### src/rtl/gear_switch_conditioner.sv
// gear_switch_conditioner: synchronizes, debounces and validates the four raw
// gear selector switches {P,R,N,D} into a one-hot gear request.
// Optional feature macro: GEAR_SW_STICKY_ERR_EN (sticky conflict flag with err_clr).
module gear_switch_conditioner #(
    parameter int         DEBOUNCE_CYCLES = 16,
    parameter logic [3:0] RESET_GEAR      = 4'b1000
) (
    input  logic       clk,
    input  logic       rst_n,
    input  logic [3:0] sw_raw,
    input  logic       err_clr,
    output logic [3:0] gear_out,
    output logic       gear_chg,
    output logic       conflict
);
    localparam int            CW       = $clog2(DEBOUNCE_CYCLES + 1);
    localparam logic [CW-1:0] CNT_LAST = CW'(DEBOUNCE_CYCLES - 1);

    typedef enum logic [1:0] {
        ST_NONE     = 2'd0,
        ST_VALID    = 2'd1,
        ST_CONFLICT = 2'd2
    } state_t;

    logic [3:0]         r_sync1;
    logic [3:0]         r_sync2;
    logic [3:0]         r_stable;
    logic [3:0][CW-1:0] r_cnt;
    state_t             r_state;
    state_t             w_state_nxt;
    logic [2:0]         w_pop;
    logic [3:0]         r_gear;
    logic               r_chg;

    // Two-flop synchronizer per switch bit, nothing between the stages.
    always_ff @(posedge clk or negedge rst_n) begin
        if (!rst_n) begin
            r_sync1 <= '0;
            r_sync2 <= '0;
        end else begin
            r_sync1 <= sw_raw;
            r_sync2 <= r_sync1;
        end
    end

    // Per-bit debounce: accept a new level only after DEBOUNCE_CYCLES consecutive
    // mismatching cycles; any agreement restarts the count, so it cannot wrap.
    always_ff @(posedge clk or negedge rst_n) begin
        if (!rst_n) begin
            r_stable <= '0;
            r_cnt    <= '0;
        end else begin
            for (int i = 0; i < 4; i++) begin
                if (r_sync2[i] == r_stable[i]) begin
                    r_cnt[i] <= '0;
                end else if (r_cnt[i] == CNT_LAST) begin
                    r_stable[i] <= r_sync2[i];
                    r_cnt[i]    <= '0;
                end else begin
                    r_cnt[i] <= r_cnt[i] + 1'b1;
                end
            end
        end
    end

    assign w_pop = 3'(r_stable[0]) + 3'(r_stable[1]) + 3'(r_stable[2]) + 3'(r_stable[3]);

    // Validation state register.
    always_ff @(posedge clk or negedge rst_n) begin
        if (!rst_n) r_state <= ST_NONE;
        else        r_state <= w_state_nxt;
    end

    // Next state depends only on the stable popcount, so any state is reachable
    // from any other in the same cycle the popcount changes.
    always_comb begin
        w_state_nxt = ST_NONE;
        if (w_pop == 3'd1)      w_state_nxt = ST_VALID;
        else if (w_pop >= 3'd2) w_state_nxt = ST_CONFLICT;
    end

    // Output gear register; the change pulse aligns with the new gear value and a
    // re-selection of the held gear is not a change.
    always_ff @(posedge clk or negedge rst_n) begin
        if (!rst_n) begin
            r_gear <= RESET_GEAR;
            r_chg  <= 1'b0;
        end else begin
            r_chg <= 1'b0;
            if (w_state_nxt == ST_VALID && r_stable != r_gear) begin
                r_gear <= r_stable;
                r_chg  <= 1'b1;
            end
        end
    end

    assign gear_out = r_gear;
    assign gear_chg = r_chg;

`ifdef GEAR_SW_STICKY_ERR_EN
    logic r_conflict;

    // Sticky conflict: set on CONFLICT (set wins over clear), cleared by err_clr
    // only once the selector has left CONFLICT.
    always_ff @(posedge clk or negedge rst_n) begin
        if (!rst_n)                                  r_conflict <= 1'b0;
        else if (w_state_nxt == ST_CONFLICT)         r_conflict <= 1'b1;
        else if (err_clr && r_state != ST_CONFLICT)  r_conflict <= 1'b0;
    end

    assign conflict = r_conflict;
`else
    // err_clr has no function in this build; the pin is kept for a fixed pinout.
    logic w_unused_err_clr;
    assign w_unused_err_clr = err_clr;

    assign conflict = (r_state == ST_CONFLICT);
`endif

endmodule

### config.mk
export PLATFORM = sky130hd
export DESIGN_NAME = gear_switch_conditioner
export DESIGN_NICKNAME = d
export VERILOG_FILES = /design/src/rtl/gear_switch_conditioner.sv
export SDC_FILE = /design/constraint.sdc
export NUM_CORES = 1
export LEC_CHECK = 0
export BUFFER_PORTS_ARGS = -buffer_cell sky130_fd_sc_hd__buf_2
export CORE_MARGIN = 5
export CORE_UTILIZATION = 35
export DETAILED_ROUTE_END_ITERATION = 6
export PLACE_DENSITY = 0.54
export SKIP_LAST_GASP = 1
export SLEW_MARGIN = 20
export SYNTH_ARGS = -nofsm -noshare
export SYNTH_HDL_FRONTEND = slang
export SYNTH_SLANG_ARGS = --single-unit
export TNS_END_PERCENT = 100
### constraint.sdc
create_clock -name clk -period 3.3 [get_ports clk]
set_clock_uncertainty 0.2 [all_clocks]
set_input_delay 0.66 -clock clk [delete_from_list [all_inputs] [get_ports clk]]
set_output_delay 0.66 -clock clk [all_outputs]
set_load 0.005 [all_outputs]
Word level (Yosys, flattened, before mapping)
Index checks and enable logic that the tools add are counted.
{"block": "word_totals", "output_inout_bits": 6, "regBits": 39, "wordCells": 53}
{"block": "classes", "n_eq_ne": 12, "add_sub_neg": 7, "muxes": 11, "bitwise_logic": 4, "magnitude_cmp": 1, "reduce_logical": 5}
{"operator": "two-way mux 5 bit", "n": 8}
{"operator": "adder 5 x 1 -> 5 bit (second input constant)", "n": 4}
{"operator": "equality test 5 x 4 -> 1 bit (second input constant)", "n": 4}
{"operator": "AND reduction 2 bit", "n": 4}
{"operator": "equality test 1 bit", "n": 4}
{"operator": "two-way mux 2 bit", "n": 2}
{"operator": "!= test 4 bit", "n": 1}
{"operator": "inverter 1 bit", "n": 4}
{"operator": "adder 2 x 1 -> 3 bit", "n": 1}
{"operator": "adder 3 x 1 -> 3 bit", "n": 1}
{"operator": "equality test 3 x 1 -> 1 bit (second input constant)", "n": 1}
{"operator": ">= comparator 3 x 2 -> 1 bit (second input constant)", "n": 1}
{"operator": "adder 1 x 1 -> 2 bit", "n": 1}
{"operator": "equality test 2 x 1 -> 1 bit (second input constant)", "n": 1}
{"operator": "equality test 2 bit (second input constant)", "n": 1}
{"operator": "logical AND 1 bit", "n": 1}
{"operator": "two-way mux 1 bit", "n": 1}

Logic depth before layout (Yosys ltp)
Gate-level depths: netlist of run 1.
{"block": "logic_depth", "depth_word": 9, "mapped_depth": 10, "depth_no_buf": 9}

Worst setup path after synthesis of run 1
No wires, ideal clock.
{"block": "synth_path", "path_kind": "register to register", "start": "reg r_stable[0]", "end": "reg r_gear[0] (netlist: gear_out[0])", "arrival_ns": 2.193, "path_buffers": 1, "period_less_slack_ns": 2.518, "path_slack_ns": 0.782, "path_stages_with_launch": 11, "path_cell_list": "dfrtp_1 > inv_1 > fa_1 > inv_1 > ha_1 > inv_1 > ha_1 > nor3b_2 > and2_4 > buf_6 > mux2_4"}
{"block": "synth_between", "elab_cells_between_ends": 10, "classes_between": "add/sub (3); order compare (1); eq/ne (3); mux (2); reduce/logical (1)"}
{"element": "from (decl)", "line_no": "27", "text": "logic [3:0] r_stable;"}
{"element": "from (signal, indexed assignment)", "line_no": "57", "text": "r_stable[i] <= r_sync2[i];"}
{"element": "adder 1 x 1 -> 2 bit", "line_no": "66", "text": "assign w_pop = 3'(r_stable[0]) + 3'(r_stable[1]) + 3'(r_stable[2]) + 3'(r_stable[3]);"}
{"element": "adder 2 x 1 -> 3 bit", "line_no": "66"}
{"element": "adder 3 x 1 -> 3 bit", "line_no": "66"}
{"element": "equality test 3 x 1 -> 1 bit", "line_no": "78", "text": "if (w_pop == 3'd1) w_state_nxt = ST_VALID;"}
{"element": "two-way mux 2 bit", "line_no": "78"}
{"element": "via w_state_nxt[0]", "line_no": "30", "text": "state_t w_state_nxt;"}
{"element": "equality test 2 x 1 -> 1 bit", "line_no": "90", "text": "if (w_state_nxt == ST_VALID && r_stable != r_gear) begin"}
{"element": "logical AND 1 bit", "line_no": "90"}
{"element": "to (signal assigned)", "line_no": "91", "text": "r_gear <= r_stable;"}
{"element": "to (decl)", "line_no": "32", "text": "logic [3:0] r_gear;"}
The timed path passes the listed nets, and every way through them passes these cells.
A chain may end at the register's enable or synchronous reset.

Worst setup path in the final report of run 1
{"block": "layout_path", "start": "reg r_stable[0]", "end": "reg r_gear[2] (netlist: gear_out[2])"}
Same word-level chain as after synthesis.

==> summary.md, run 1 <==
| Metric | Value |
|---|---|
| Status | complete, no violations |
| Via total after detailed routing | 870 |
| Hold-fix buffers at CTS | 0 |
| Relative contribution of the clock network to total power | 0.428 |
| HPWL Detailed | between 1500 and 2000 µm |
| Destination of the critical timing path | gear_out[2] |
| Global placement routability congestion | slightly below 0.7 |
| # resized after CTS | 0 |
| Final cell area excluding filler cells | 1818 µm² |
| Transition at the pin with the smallest max-transition slack | 0.8265 ns |
| Via/cell ratio | 4.508 |
| Overall track demand over capacity in global routing | 0.08072 |
| Placeable Area | approximately 4400 µm² |
| Deepest level of the CTS H-tree | 2 |
| Number of port buffers | 11 |
| Clock Path Buffers | 2 |
| Slack of the worst reg-to-reg path | ~0.73 ns |
| Max Cap Viol | 0 |
| Number of standard cells in the final layout excluding fillers | a little under 200 |
| Worst r2r dst | gear_out[2] |
| Antenna diode count | 0 |
| Post-Route Setup TNS | 0 ns |
| Total clock buffers created by CTS | 5 |
| Max-slew headroom | 0.4490 |
| Maximum vdd ir drop | 0.2184 mV |
| Final setup violating endpoints | 0 |
| First-pass GRT wire length | about 3900 µm |
| Achievable Freq | roughly 0.39 GHz |
| Arrival time of the worst setup path | between 2 and 3 ns |
| Ratio of final minimum period to clock period | 0.7796 |
| Share of total power in combinational logic | 0.038 |
| Share of power burned in registers | 0.533 |
| Cell count of the worst reg-to-reg path | 9 |
| Initial antenna violation count | 0 |
| Height of the chip | 77.44 µm |
| Type of origin of the critical path | register |
| Fin crit period | roughly 2.6 ns |
| Worst r2r src | r_stable[0] |
| Distinct cells, synth | 18 |
| Number of nets in the final layout | ~160 |
| Clk sink count | 39 |
| Slowest library cell on the worst path | sky130_fd_sc_hd__fa_1 |
| Adder-cell area share of the yosys netlist | 0.06761 |
| Kind of path behind the tightest hold check | register to register |
| Cell breakdown of the critical path | inv_1, fa_1, inv_1, ha_1, inv_1, ha_1, nor3b_2, and2_4, mux2_4 |
| GRT overflow | 0 |
| Mux cell area share after synthesis | 0.06604 |
| Post-DRT Antenna Nets | 0 |
| Post-CTS setup repair buffer count | 0 |
| Critical path's largest stage delay | 0.54 ns |
| Placed cell count | 185 |
| Pre-antenna DRT Iters | 2 |
| Number of register bits inferred by synthesis | 39 |
| Cell internal pwr | between 0.7 and 0.8 mW |
| Share of post-route cells with drive strength above 1 | 0.2128 |
| Number of design rule violations left after detail routing | 0 |
| Register area share after synthesis | 0.6140 |
| Post-synth design cell area | 1592 µm² |
| Wire length per cell after detailed routing | between 10 and 15 µm |
| Req. time, crit path | ~3.3 ns |
| Yosys Warn Count | 0 |
| Kind of critical path | register to register |
| Area growth from synthesis to layout | 14.23% |
| Lkg Pwr | approximately 1 nW |
| Number of cells traversed by the worst hold path | 0 |
| Maximum number of pins on one net before global-route repair | 40 |
| Clk Tree Root Cell | sky130_fd_sc_hd__clkbuf_8 |
| Area of the die | around 6000 µm² |
| Effective utilization at floorplan | 0.3630 |
| Setup slack of the critical path after layout | a little over 0.7 ns |
| Net switching power figure | 0.1940 mW |
| TritonCTS clock tree | yes |
| Share of the synthesized area in the top cell type | 0.5975 |
| Clock slew seen by the registers of the worst setup and hold paths | about 0.080 ns |
| Post-synthesis instance total | 123 |
| Cell types with the largest area share after synthesis | sky130_fd_sc_hd__dfrtp_1, sky130_fd_sc_hd__xor2_1, sky130_fd_sc_hd__ha_1 |
| Kind of end point of the critical path | register |
| Maximum net fanout on the critical path | 5 |
| Worst-case setup slack after placement | around 0.71 ns |
| Sw frac | 0.2048 |
| Dpl cell area | approximately 1700 µm² |
| Fraction of the mapped netlist area in simple logic gates | 0.1116 |
| Core Rows | 24 |
| Critical path origin | r_stable[0] |
| Nets in the synthesized netlist | approximately 140 |
| Number of DRC markers after the initial detailed-route iteration | 31 |
| X dimension of the die | about 77 µm |
| Pins Over Slew Limit | 0 |
| CP dominant cell by count | sky130_fd_sc_hd__inv_1 |
| Skew-Pair Late Insertion Delay | approximately 0.28 ns |
| I/O pin count | 13 |
| Main combinational cell family by area after synthesis | simple AND/OR/NAND/NOR gates |
| Synth Area in XOR/XNOR | 0.08805 |
| Pwr/cell area | 521.1 nW/µm² |
| Cell accounting for the most synthesized area | sky130_fd_sc_hd__dfrtp_1 |
| Setup repair after global routing missed its margin | no |
| Total wirelength of the detailed-routed design | approximately 2100 µm |
| Final number of hold-violating endpoints | 0 |
| Synthesized area per cell | approximately 13 µm² |
| Compound-Gate Fraction of Synth Area | 0.01965 |
| Number of global-route vias before repair | 930 |
==> sequential cells by signal (all words and copies together) (netlist names) <==
signal and flops:
r_cnt 20, r_stable 4, gear_chg 1, gear_out 4, r_state 2, r_sync1 4, r_sync2 4
==> cells in the mapped netlist <==
cell	number
sky130_fd_sc_hd__dfrtp_1	38
sky130_fd_sc_hd__ha_1	7
sky130_fd_sc_hd__and2_1	4
sky130_fd_sc_hd__inv_1	11
sky130_fd_sc_hd__o41a_1	1
sky130_fd_sc_hd__fa_1	1
sky130_fd_sc_hd__o21ai_0	4
sky130_fd_sc_hd__mux2_2	4
sky130_fd_sc_hd__dfstp_2	1
sky130_fd_sc_hd__nor2_1	16
sky130_fd_sc_hd__nor3b_2	1
sky130_fd_sc_hd__mux2_4	4
sky130_fd_sc_hd__buf_6	1
sky130_fd_sc_hd__xor2_1	16
sky130_fd_sc_hd__nor2b_1	1
sky130_fd_sc_hd__nand3_1	8
sky130_fd_sc_hd__and2_4	1
sky130_fd_sc_hd__and3_1	4
==> metrics by stage <==
step	hold WS (ns)	power, mW	utilization
floorplan	0.1312	0.5344	-
global placement	0.1317	0.5499	0.3878
detailed placement	0.1347	0.5533	0.3878
CTS	0.1509	0.9629	0.4147
global route	0.1618	0.9858	0.4147
finish	0.1488	0.9474	0.4147
==> critical path: cells and delay by family, from the launching register on <==
family,cells,cell delay (ns)
simple gates,2,0.41
flops,1,0.42
fa+ha+maj,3,0.95
buf+inv,3,0.18
mux,1,0.30
==> per-layer routing <==
metal,global-route usage,part of all wire,vias up
met5,0,0,-
met1,0.08904,0.46,426
met3,0.03588,0.055,4
met4,0.04124,0.016,0
met2,0.1313,0.47,14
li1,-,-,426
==> power groups by stage <==
stage	logic, mW	clock network, mW	registers (mW)
detailed placement	0.0383	0	0.515
global route	0.0448	0.433	0.508
floorplan	0.0219	0	0.512
finish	0.0364	0.406	0.505
CTS	0.0384	0.419	0.506
global placement	0.0360	0	0.514
==> worst min path at each step <==
stage / start / end / slack [ns]
6_report: r_sync1[2] / r_sync2[2] / 0.15
3_5_place_dp: r_sync1[1] / r_sync2[1] / 0.13
5_1_grt: r_sync1[3] / r_sync2[3] / 0.16
2_1_floorplan: r_sync1[0] / r_sync2[0] / 0.13
3_3_place_gp: r_sync1[3] / r_sync2[3] / 0.13
4_1_cts: r_sync1[0] / r_sync2[0] / 0.15
==> cell families after synthesis <==
kind of cell             count (synthesis)
XOR/XNOR                                16
multiplexers                             8
buffers and inverters                   12
AO/OA/AOI/OAI                            5
AND/OR/NAND/NOR                         35
flip-flops                              39
adder cells (fa/ha/maj)                  8
==> cells in the final DEF, fill, tap and decap left out, types with 6 or more instances in the layout <==
| cell | synthesis | final |
|---|---|---|
| sky130_fd_sc_hd__nor2_1 | 16 | 16 |
| sky130_fd_sc_hd__buf_2 | 0 | 11 |
| sky130_fd_sc_hd__dfrtp_1 | 38 | 38 |
| sky130_fd_sc_hd__ha_1 | 7 | 7 |
| sky130_fd_sc_hd__clkbuf_8 | 0 | 6 |
| sky130_fd_sc_hd__nand3_1 | 8 | 8 |
| sky130_fd_sc_hd__inv_1 | 11 | 11 |
| sky130_fd_sc_hd__xor2_1 | 16 | 16 |
==> area by class of cell <==
| cell class | instances | area, µm² |
|---|---|---|
| flip-flops and latches | 39 | 977.2 |
| clock inverters | 2 | 35.03 |
| clock buffers | 6 | 82.58 |
| inverters | 11 | 41.29 |
| fillers | 429 | 2566 |
| well taps | 52 | 65.06 |
| multi-input cells | 72 | 561.8 |
| repair buffers | 11 | 55.05 |
(Power assumes the default switching activity.)
==> inputs of run 2 (changes only) <==
Settings changed: ABC_AREA from default to 1.
Clock period 3.3 ns to 2.6 ns, I/O delays scaled along.
==> run 2 against run 1 <==
  * Count of clock-buffer cells in the layout is 1 higher
  * Non-clock buffer count unchanged
  * Final cell count up 24%
  * Maximum frequency rose by 8.8%
  * Critical endpoint unchanged
  * Clock power decreased by 7.4%
  * Area after synthesis up 3.1%
  * Die area increased by 2.7%
  * First-iteration DRC count rose by 68%
==> summary.md, run 2 <==
| Metric | Value |
|---|---|
| Final setup violating endpoints | 0 (unchanged) |
| Global placement routability congestion | 0.7385 (+8.5%) |
| Max-slew headroom | 0.4468 (-0.002201) |
| Post-CTS setup repair buffer count | 0 (unchanged) |
| Area of the die | 6156 µm² (+2.7%) |
| Kind of path behind the tightest hold check | input port to async pin |
| Max Cap Viol | 0 (unchanged) |
| Distinct cells, synth | 21 (+3) |
| Type of origin of the critical path | register |
| Placed cell count | 232 (+25%) |
| Cell types with the largest area share after synthesis | sky130_fd_sc_hd__dfrtp_1, sky130_fd_sc_hd__nand2_1, sky130_fd_sc_hd__nor2_1 |
| Post-synthesis instance total | 167 (+36%) |
| Commonest cells after routing, fill and taps aside | sky130_fd_sc_hd__dfrtp_1, sky130_fd_sc_hd__nand2_1, sky130_fd_sc_hd__nor2_1, sky130_fd_sc_hd__inv_1, sky130_fd_sc_hd__buf_2 |
| Final number of hold-violating endpoints | 0 (unchanged) |
| Status | complete, no violations |
| Ratio of final minimum period to clock period | 0.9098 (+0.1302) |
| HPWL Detailed | 1784 µm (+15%) |
| Register ranked first by flip-flop count | r_cnt |
| Crit path buffers/inverters | 4 (+1) |
| Number of design rule violations left after detail routing | 0 (unchanged) |
| Total area of multi-input combinational cells | 569.3 µm² (+1.3%) |
| Via/cell ratio | 4.379 (-2.9%) |
| Kind of critical path | register to register |
| Total wirelength of the detailed-routed design | 2377 µm (+11%) |
| Achievable Freq | 0.4228 GHz (+8.8%) |
| Largest register FFs | 20 (unchanged) |
| Fraction of registers with async set or reset after synthesis | 1.000 (unchanged) |
| Filler Cell Count | 454 (+5.8%) |
| Initial antenna violation count | 0 (unchanged) |
| Share of the synthesized area in the top cell type | 0.5797 (-0.01777) |
| Number of register bits inferred by synthesis | 39 (unchanged) |
| I/O pin count | 13 (unchanged) |
| GRT overflow | 0 (unchanged) |
| Critical path's largest stage delay | 0.53 ns (about the same) |
| Clock slew seen by the registers of the worst setup and hold paths | 0.07 ns (about the same) |
| Deepest level of the CTS H-tree | 2 (unchanged) |
| Primary flip-flop cell chosen by synthesis mapping | sky130_fd_sc_hd__dfrtp_1 |
| Pwr/cell area | 577.8 nW/µm² (+11%) |
| Dominant cell by count in the synthesized netlist | sky130_fd_sc_hd__dfrtp_1 |
| Number of DRC markers after the initial detailed-route iteration | 52 (+68%) |
| # resized after CTS | 0 (unchanged) |
| TritonCTS clock tree | yes |
| Total clock buffers created by CTS | 5 (unchanged) |
| Most frequent cells after synthesis | sky130_fd_sc_hd__dfrtp_1, sky130_fd_sc_hd__nand2_1, sky130_fd_sc_hd__nor2_1 |
| Cell breakdown of the critical path | inv_2, fa_1, inv_1, ha_1, inv_1, ha_1, inv_1, nand2_1, nor2_4, nand2_4, nand2_1, nand2_1 |
| Maximum net fanout on the critical path | 5 (unchanged) |
| Most common cell after layout, fill and taps aside | sky130_fd_sc_hd__dfrtp_1 |
| Effective utilization at floorplan | 0.3543 (-0.008689) |
| Number of global-route vias before repair | 1,103 (+19%) |
| Maximum vdd ir drop | 0.2234 mV (+2.3%) |
| PnR Total Power | 1.066 mW (+12%) |
| Number of standard cells in the final layout excluding fillers | 240 (+24%) |
| Post-Route Setup TNS | 0 ns (unchanged) |
| Kind of end point of the critical path | register |
| Register area share after synthesis | 0.5957 (-0.01827) |
| Fin crit period | 2.365 ns (-0.2071 ns) |
| Overall track demand over capacity in global routing | 0.09275 (+0.01203) |
| Synthesized area per cell | 9.822 µm² (-24%) |
| Yosys Warn Count | 0 (unchanged) |
| Arrival time of the worst setup path | 2.34 ns (-0.21 ns) |
| Setup repair after global routing missed its margin | no |
| Area growth from synthesis to layout | 12.43% |
| Placeable Area | 4629 µm² (+5.6%) |
| Crit-path leading delay family | adder cells |
| Number of synthesized flops with an enable pin | 0 (unchanged) |
| Skew-Pair Late Insertion Delay | 0.28 ns (about the same) |
| Via total after detailed routing | 1,051 (+21%) |
| Wire length per cell after detailed routing | 9.904 µm (-10%) |
| First-pass GRT wire length | 4567 µm (+18%) |
| Number of port buffers | 11 (unchanged) |
| X dimension of the die | 78.46 µm (+1.3%) |
| Post-synth design cell area | 1640 µm² (+3.1%) |
| Clk Tree Root Cell | sky130_fd_sc_hd__clkbuf_8 |
| Slowest library cell on the worst path | sky130_fd_sc_hd__fa_1 |
| Share of post-route cells with drive strength above 1 | 0.1452 (-0.06760) |
| Antenna diode count | 0 (unchanged) |
| Lkg Pwr | 0.9591 nW (-4.2%) |
| Combined flip-flop and latch cell area | 977.2 µm² (unchanged) |
| Nets in the synthesized netlist | 182 (+32%) |
| Pins Over Slew Limit | 0 (unchanged) |
| Transition at the pin with the smallest max-transition slack | 0.8298 ns (+0.003301 ns) |
| Clock Path Buffers | 2 (unchanged) |
| Post-DRT Antenna Nets | 0 (unchanged) |
| Cell accounting for the most synthesized area | sky130_fd_sc_hd__dfrtp_1 |
| Maximum number of pins on one net before global-route repair | 40 (unchanged) |
| Hold-fix buffers at CTS | 0 (unchanged) |
| Clk sink count | 39 (unchanged) |
| Height of the chip | 78.46 µm (+1.3%) |
| Number of nets in the final layout | 200 (+29%) |
| Req. time, crit path | 2.57 ns (-0.71 ns) |
| Core Rows | 25 (+4.2%) |
| Pre-antenna DRT Iters | 4 (+2) |
run 2: layout make-up:
type / count / share of cell area
multi-input combinational: 103 / 0.3087
inverter: 25 / 0.05088
timing repair buffer: 11 / 0.02985
sequential: 39 / 0.5299
clock inverter: 1 / 0.002714
clock buffer: 7 / 0.04138
tap: 54 / 0.03663
run 2: cell families after synthesis:
group | Yosys count | synth area share
adder cells (fa/ha/maj) | 8 | 0.06560
AO/OA/AOI/OAI | 6 | 0.01830
AND/OR/NAND/NOR | 81 | 0.2204
flip-flops | 39 | 0.5957
buffers and inverters | 25 | 0.05721
XOR/XNOR | 8 | 0.04272
run 2: power breakdown:
part | leakage, nW | internal, mW | switching (mW)
clock network | 0.0422 | 0.188 | 0.188
logic | 0.404 | 0.0185 | 0.0302
registers | 0.512 | 0.628 | 0.0132
run 2: worst register-to-register path, delay by kind of cell, from the launching register on:
family | cells | cell delay [ns]
buffers and inverters | 4 | 0.24
and+or+nand+nor | 5 | 0.47
DFF | 1 | 0.42
adders and majority gates | 3 | 0.93
run 2: routing by layer:
layer / vias to the layer above / GRT usage / wire, µm
li1: 539 / - / -
met2: 16 / 0.1584 / 1129
met3: 6 / 0.03899 / 130
met5: - / 0 / 0
met4: 0 / 0.03147 / 36
met1: 490 / 0.1040 / 1081
run 2: final timing paths:
check                            start           to  slack, ns  depth (start not counted)
hold / removal                   rst_n  gear_out[1]       0.14                          1
setup reg to reg           r_stable[0]  gear_out[2]       0.23                         12
max in group asynchronous        rst_n   r_sync1[2]       1.54                          1
hold reg to reg             r_sync1[2]   r_sync2[2]       0.14                          0
min in group clk            r_sync1[2]   r_sync2[2]       0.14                          0
setup / recovery           r_stable[0]  gear_out[2]       0.23                         12
run 2: metrics by stage:
stage               worst slack, ns    util  hold slack (ns)  instance area [µm²]
floorplan                    0.3985       -          0.02441                 1640
global placement             0.2783  0.3808           0.1315                 1763
detailed placement           0.2332  0.3808           0.1381                 1763
CTS                          0.2212  0.3984           0.1291                 1844
global route                0.07140  0.3984           0.1283                 1844
finish                       0.2346  0.3984           0.1373                 1844
